===== src/rtl/cpu_pkg.sv =====
// Shared CPU definitions: datapath widths, ALU opcodes, forwarding select
// encoding, the ID/EX slot record and the regfile write-through helper.
package cpu_pkg;

    localparam int XLEN   = 32;
    localparam int RA_W   = 5;
    localparam int CTRL_W = 5;

    // ALU opcode encoding
    localparam logic [CTRL_W-1:0] ALU_ADD  = 5'b00000;
    localparam logic [CTRL_W-1:0] ALU_SUB  = 5'b00001;
    localparam logic [CTRL_W-1:0] ALU_SLL  = 5'b00010;
    localparam logic [CTRL_W-1:0] ALU_SLT  = 5'b00011;
    localparam logic [CTRL_W-1:0] ALU_SLTU = 5'b00100;
    localparam logic [CTRL_W-1:0] ALU_XOR  = 5'b00101;
    localparam logic [CTRL_W-1:0] ALU_SRL  = 5'b00110;
    localparam logic [CTRL_W-1:0] ALU_SRA  = 5'b00111;
    localparam logic [CTRL_W-1:0] ALU_OR   = 5'b01000;
    localparam logic [CTRL_W-1:0] ALU_AND  = 5'b01001;
    localparam logic [CTRL_W-1:0] ALU_JAL  = 5'b01010;
    localparam logic [CTRL_W-1:0] ALU_BEQ  = 5'b01011;
    localparam logic [CTRL_W-1:0] ALU_BNE  = 5'b01100;
    localparam logic [CTRL_W-1:0] ALU_BLT  = 5'b01101;
    localparam logic [CTRL_W-1:0] ALU_BGE  = 5'b01110;
    localparam logic [CTRL_W-1:0] ALU_BLTU = 5'b01111;
    localparam logic [CTRL_W-1:0] ALU_BGEU = 5'b10000;
    localparam logic [CTRL_W-1:0] ALU_LUI  = 5'b10001;

    typedef enum logic [1:0] {
        FWD_RF  = 2'd0,
        FWD_MEM = 2'd1,
        FWD_WB  = 2'd2
    } fwd_sel_e;

    typedef struct packed {
        logic              valid;
        logic [CTRL_W-1:0] alu_control;
        logic [XLEN-1:0]   pc;
        logic [RA_W-1:0]   rs1_addr;
        logic [XLEN-1:0]   rs1_data;
        logic [RA_W-1:0]   rs2_addr;
        logic [XLEN-1:0]   rs2_data;
        logic [XLEN-1:0]   imm;
        logic              src1_pc;
        logic              src2_imm;
        logic [RA_W-1:0]   rd_addr;
        logic              rd_we;
        logic              mem_read;
        logic              mem_write;
    } ex_slot_t;

    // Regfile write-through: a WB write in the same cycle as the ID read
    // is not yet visible in the regfile data, so substitute it here.
    function automatic logic [XLEN-1:0] wb_bypass(
        input logic [RA_W-1:0] addr,
        input logic [XLEN-1:0] data,
        input logic [RA_W-1:0] wb_addr,
        input logic            wb_we,
        input logic [XLEN-1:0] wb_data
    );
        if (addr != '0 && wb_we && wb_addr == addr) return wb_data;
        return data;
    endfunction

endpackage


===== src/rtl/fwd_unit.sv =====
// Operand forwarding for one source register: x0 reads zero, a non-load MEM
// result beats a WB result, otherwise the slot's own data is used.
module fwd_unit
    import cpu_pkg::*;
(
    input  logic [RA_W-1:0] rs_addr,
    input  logic [XLEN-1:0] rs_data,
    input  logic [RA_W-1:0] mem_rd_addr,
    input  logic            mem_rd_we,
    input  logic            mem_is_load,
    input  logic [XLEN-1:0] mem_rd_data,
    input  logic [RA_W-1:0] wb_rd_addr,
    input  logic            wb_rd_we,
    input  logic [XLEN-1:0] wb_rd_data,
    output logic [XLEN-1:0] fwd_data,
    output fwd_sel_e        fwd_sel
);

    // Priority select: x0, then MEM, then WB, then slot data
    always_comb begin
        // NOTE: every output gets a default first so no path leaves it unassigned (no latch).
        fwd_sel  = FWD_RF;
        fwd_data = rs_data;
        if (rs_addr == '0) begin
            fwd_data = '0;
        end else if (mem_rd_we && !mem_is_load && mem_rd_addr == rs_addr) begin
            fwd_sel  = FWD_MEM;
            fwd_data = mem_rd_data;
        end else if (wb_rd_we && wb_rd_addr == rs_addr) begin
            fwd_sel  = FWD_WB;
            fwd_data = wb_rd_data;
        end
    end

endmodule


===== src/rtl/ex_issue_stage.sv =====
// ID/EX pipeline slot feeding the ALU: valid/ready handshake with ID,
// load-use bubble, flush of the younger instruction and operand forwarding.
module ex_issue_stage
    import cpu_pkg::*;
(
    input  logic              clk,
    input  logic              rst_n,
    input  logic              id_valid,
    output logic              id_ready,
    input  logic [CTRL_W-1:0] id_alu_control,
    input  logic [XLEN-1:0]   id_pc,
    input  logic [RA_W-1:0]   id_rs1_addr,
    input  logic              id_rs1_used,
    input  logic [XLEN-1:0]   id_rs1_data,
    input  logic [RA_W-1:0]   id_rs2_addr,
    input  logic              id_rs2_used,
    input  logic [XLEN-1:0]   id_rs2_data,
    input  logic [XLEN-1:0]   id_imm,
    input  logic              id_src1_pc,
    input  logic              id_src2_imm,
    input  logic [RA_W-1:0]   id_rd_addr,
    input  logic              id_rd_we,
    input  logic              id_mem_read,
    input  logic              id_mem_write,
    input  logic              ex_ready,
    input  logic              flush,
    input  logic [RA_W-1:0]   mem_rd_addr,
    input  logic              mem_rd_we,
    input  logic [XLEN-1:0]   mem_rd_data,
    input  logic              mem_is_load,
    input  logic [RA_W-1:0]   wb_rd_addr,
    input  logic              wb_rd_we,
    input  logic [XLEN-1:0]   wb_rd_data,
    output logic              ex_valid,
    output logic [CTRL_W-1:0] alu_control,
    output logic [XLEN-1:0]   alu_in1,
    output logic [XLEN-1:0]   alu_in2,
    output logic [XLEN-1:0]   ex_store_data,
    output logic [XLEN-1:0]   ex_pc,
    output logic [RA_W-1:0]   ex_rd_addr,
    output logic              ex_rd_we,
    output logic              ex_mem_read,
    output logic              ex_mem_write
);

    ex_slot_t        slot_q, slot_d;
    logic [XLEN-1:0] fwd1_data, fwd2_data;
    fwd_sel_e        fwd1_sel, fwd2_sel;
    logic            advance, load, load_use;

    fwd_unit u_fwd1 (
        .rs_addr     (slot_q.rs1_addr),
        .rs_data     (slot_q.rs1_data),
        .mem_rd_addr (mem_rd_addr),
        .mem_rd_we   (mem_rd_we),
        .mem_is_load (mem_is_load),
        .mem_rd_data (mem_rd_data),
        .wb_rd_addr  (wb_rd_addr),
        .wb_rd_we    (wb_rd_we),
        .wb_rd_data  (wb_rd_data),
        .fwd_data    (fwd1_data),
        .fwd_sel     (fwd1_sel)
    );

    fwd_unit u_fwd2 (
        .rs_addr     (slot_q.rs2_addr),
        .rs_data     (slot_q.rs2_data),
        .mem_rd_addr (mem_rd_addr),
        .mem_rd_we   (mem_rd_we),
        .mem_is_load (mem_is_load),
        .mem_rd_data (mem_rd_data),
        .wb_rd_addr  (wb_rd_addr),
        .wb_rd_we    (wb_rd_we),
        .wb_rd_data  (wb_rd_data),
        .fwd_data    (fwd2_data),
        .fwd_sel     (fwd2_sel)
    );

    // A load in the slot cannot forward to its direct consumer: stall ID one cycle
    assign load_use = slot_q.valid && slot_q.mem_read && (slot_q.rd_addr != '0) &&
                      ((id_rs1_used && id_rs1_addr == slot_q.rd_addr) ||
                       (id_rs2_used && id_rs2_addr == slot_q.rd_addr));
    assign id_ready = (!slot_q.valid || ex_ready) && !load_use && !flush;
    assign advance  = slot_q.valid && ex_ready;
    assign load     = id_valid && id_ready;

    // Next slot: capture from ID, bubble on advance, or hold with operand refresh
    always_comb begin
        slot_d = slot_q;
        if (load) begin
            slot_d.valid       = 1'b1;
            slot_d.alu_control = id_alu_control;
            slot_d.pc          = id_pc;
            slot_d.rs1_addr    = id_rs1_addr;
            slot_d.rs1_data    = wb_bypass(id_rs1_addr, id_rs1_data, wb_rd_addr, wb_rd_we, wb_rd_data);
            slot_d.rs2_addr    = id_rs2_addr;
            slot_d.rs2_data    = wb_bypass(id_rs2_addr, id_rs2_data, wb_rd_addr, wb_rd_we, wb_rd_data);
            slot_d.imm         = id_imm;
            slot_d.src1_pc     = id_src1_pc;
            slot_d.src2_imm    = id_src2_imm;
            slot_d.rd_addr     = id_rd_addr;
            slot_d.rd_we       = id_rd_we;
            slot_d.mem_read    = id_mem_read;
            slot_d.mem_write   = id_mem_write;
        end else if (advance) begin
            slot_d.valid = 1'b0;
        end else if (slot_q.valid) begin
            // Latch forwarded values so they outlive the producer leaving WB
            if (fwd1_sel != FWD_RF) slot_d.rs1_data = fwd1_data;
            if (fwd2_sel != FWD_RF) slot_d.rs2_data = fwd2_data;
        end
    end

    // Slot register
    always_ff @(posedge clk or negedge rst_n) begin
        if (!rst_n) begin
            // NOTE: the whole slot is cleared, not just valid, so reset leaves no stale operands behind.
            slot_q <= '0;
        end else begin
            // NOTE: non-blocking so every reader of slot_q sees the pre-edge value this cycle.
            slot_q <= slot_d;
        end
    end

    assign ex_valid      = slot_q.valid;
    assign alu_control   = slot_q.valid ? slot_q.alu_control : '0;
    assign alu_in1       = !slot_q.valid ? '0 : (slot_q.src1_pc  ? slot_q.pc  : fwd1_data);
    assign alu_in2       = !slot_q.valid ? '0 : (slot_q.src2_imm ? slot_q.imm : fwd2_data);
    assign ex_store_data = slot_q.valid ? fwd2_data : '0;
    assign ex_pc         = slot_q.pc;
    assign ex_rd_addr    = slot_q.rd_addr;
    assign ex_rd_we      = slot_q.valid && slot_q.rd_we;
    assign ex_mem_read   = slot_q.valid && slot_q.mem_read;
    assign ex_mem_write  = slot_q.valid && slot_q.mem_write;

endmodule


===== config.mk =====
export PLATFORM = sky130hd
export DESIGN_NAME = ex_issue_stage
export DESIGN_NICKNAME = d
export VERILOG_FILES = /design/src/rtl/cpu_pkg.sv /design/src/rtl/fwd_unit.sv /design/src/rtl/ex_issue_stage.sv
export SDC_FILE = /design/constraint.sdc
export NUM_CORES = 1
export LEC_CHECK = 0
export CAP_MARGIN = 20
export CORE_UTILIZATION = 33
export DETAILED_ROUTE_END_ITERATION = 10
export REMOVE_ABC_BUFFERS = 1
export SLEW_MARGIN = 20
export SYNTH_ARGS = -nofsm -noshare
export SYNTH_HDL_FRONTEND = slang
export SYNTH_SLANG_ARGS = --single-unit

===== constraint.sdc =====
create_clock -name clk -period 2.8 [get_ports clk]
set_input_delay 0.56 -clock clk [delete_from_list [all_inputs] [get_ports clk]]
set_output_delay 0.56 -clock clk [all_outputs]
set_load 0.02 [all_outputs]

==> results.ini <==
[synthesis]
syn_area_per_cell_um2 = 9.36
synth_top_area_cell = dfrtp_1
synth_edf_count = 0
synthCells = 1077
synth-main-ff-cell = dfrtp_1
synthTopCellsByArea = dfrtp_1, mux2_2, mux2i_1
yosysWarnings = 0
synth_cell_types = 43
async_flop_share = 1.00
seq_area_frac_synth = 0.382
synth_area_mm2 = 0.0101
ys_ff_latch = 154
post-synth-top-area-fraction = 0.382

[power]
p_per_area_mw_per_mm2 = 511
p_leak_nw = 7.76
vdd_ir_drop_max_uv = 456

[clocking]
clk_latency_ns = 0.44
cts_tree = yes
clk_pin_slew_ns = 0.07
cts_root_buf = clkbuf_16
cts_sinks = 154
htreeDepth = 4
cts_hold_buffers = 0
cts_max_path_buffers = 2
numCtsBuffers = 17

[sta]
setup_viol = 96
report.final.slew_viol_count = 0
fin_skew_ns = 0.0146
fin_ws_ns = -0.444
fmax_mhz = 308
maxSlewHeadroom = 0.651
rsz0062_at_grt = true
finalCriticalPeriod_ns = 3.24
tightest_slew_ns = 0.524
period_share = 1.16
hold_viol_final = 0

[placed_design]
gp_congestion = 0.854
place_area_mm2 = 0.0154
port_buffers = 379
dpl.hpwl_um = 30400
placed_cells = 1877

[worst_setup_path]
path_class = in -> out
required_ns = 2.24
r2r_cells = 11
cp-start-kind = input port
worstPathArrival_ns = 2.68
cp_max_fo = 5
endpoint_kind = output pin

[final_layout]
mostFrequentLayoutCells = clkdlybuf4s50_1, buf_4, dfrtp_1, buf_6, nand2_1
final_util = 0.631
finalNonFillerCells = 1996
layout.nets = 1828
area_growth_syn_to_layout_pct = 86.9
fin_area_mm2 = 0.0188
final_common_cell = clkdlybuf4s50_1
drive_above_1_share = 0.435

[floorplan]
initial_core_util = 0.338
die_h_um = 177
design.core.area_mm2 = 0.0299
die_w_um = 177
io_pins = 380
rows = 63
die_area_mm2 = 0.0313

[routing]
first_pass_iters = 6
vias = 11144
drt-initial-drc-count = 902
wl_per_cell_um = 23.6
vias_per_cell = 5.58
wirelength_um = 47100
antenna_left = 0
route.detailed.drc = 0

[grt]
grt_overflow_total = 0
grt_max_degree = 46
antenna_found_initial = 2
grt_pass1_wl_um = 68800
grt_pass1_vias = 11469
grt_usage = 0.293

[flow_run]
max-cap-violations = 0

[worst_hold_path]
min_path_type = in -> async

[run_status]
outcome = finished, violations left
violations = setup timing

synthesized netlist by cell type (all sizes together), types with 2 or more instances:
master / count
a21o: 14
a21oi: 33
a221o: 42
a22o: 41
a311o: 9
a31oi: 54
and2: 56
and3: 2
and4: 2
buf: 79
clkbuf: 52
dfrtp: 154
mux2: 89
mux2i: 64
nand2: 140
nand2b: 2
nand3: 9
nand4: 4
nor2: 58
nor3: 6
nor4: 4
o21a: 9
o21ai: 79
o221ai: 14
o22a: 13
or2: 3
xnor2: 22
xor2: 16
power by group:
part           switching [W]  total, W  internal [W]
Sequential          0.000320   0.00296       0.00264
Combinational        0.00195   0.00422       0.00228
Clock                0.00106   0.00244       0.00138
Total                0.00333   0.00962       0.00630
logic make-up after synthesis:
kind of cell / after synthesis / synth area share
AO/OA/AOI/OAI: 312 / 0.220
AND/OR/NAND/NOR: 288 / 0.130
flip-flops: 154 / 0.382
multiplexers: 153 / 0.163
buffers and inverters: 132 / 0.0721
XOR/XNOR: 38 / 0.0330
registers in the layout, summed over array words and instances, names as in the netlist:
name and flops:
slot_q 116, ex_pc 32, ex_rd_addr 5, ex_valid 1
through the flow:
step                TNS [ns]  hold WS, ns  total power [W]  worst slack, ns
floorplan            -209.60        0.264          0.00450            -1.31
global placement     -113.11        0.480          0.00632            -1.16
detailed placement   -115.11        0.485          0.00637            -1.17
CTS                   -33.49       0.0797          0.00937           -0.511
global route          -37.60       0.0835           0.0100           -0.525
finish                -30.08       0.0628          0.00962           -0.444
layer usage:
| layer | part of all wire | track usage | vias to the layer above |
|---|---|---|---|
| li1 | - | - | 4934 |
| met1 | 0.41 | 0.355 | 5552 |
| met2 | 0.49 | 0.500 | 561 |
| met3 | 0.070 | 0.0625 | 97 |
| met4 | 0.036 | 0.123 | 0 |
| met5 | 0 | 0 | - |
final timing paths:
| kind | from | to | slack (ns) |
|---|---|---|---|
| hold / removal | rst_n | slot_q[22] | 0.06 |
| hold reg to reg | slot_q[1] | slot_q[1] | 0.50 |
| setup / recovery | wb_rd_addr[2] | alu_in2[30] | -0.44 |
| setup reg to reg | slot_q[75] | slot_q[71] | 0.08 |
| min in group clk | slot_q[1] | slot_q[1] | 0.50 |
| max in group asynchronous | rst_n | slot_q[84] | 1.91 |
critical path, stage by stage:
cell and delay, ns:
dlygate4sd2_1 0.28, xor2_2 0.20, nor4_4 0.35, buf_4 0.17, and2_4 0.20, buf_8 0.15, nand2_4 0.05, buf_6 0.11
a311o_1 0.27, a21oi_2 0.17, buf_6 0.15
final cells by class:
class                      instances  area (µm²)
fill                            2425       11000
inverter                           1        3.75
clock buffer                      21         460
tap                              390         488
multi-input combinational        791        7160
clock inverter                    11         135
antenna                            2        5.00
sequential                       154        3860
timing repair buffer             626        6740
timing repair:
action	CTS	global route
buffers inserted	43	34
pin swaps	66	69
resized for setup	838	147
cloned	18	5
endpoints found under the setup margin	97	129
No activity file was read; power rests on OpenSTA's default activity.
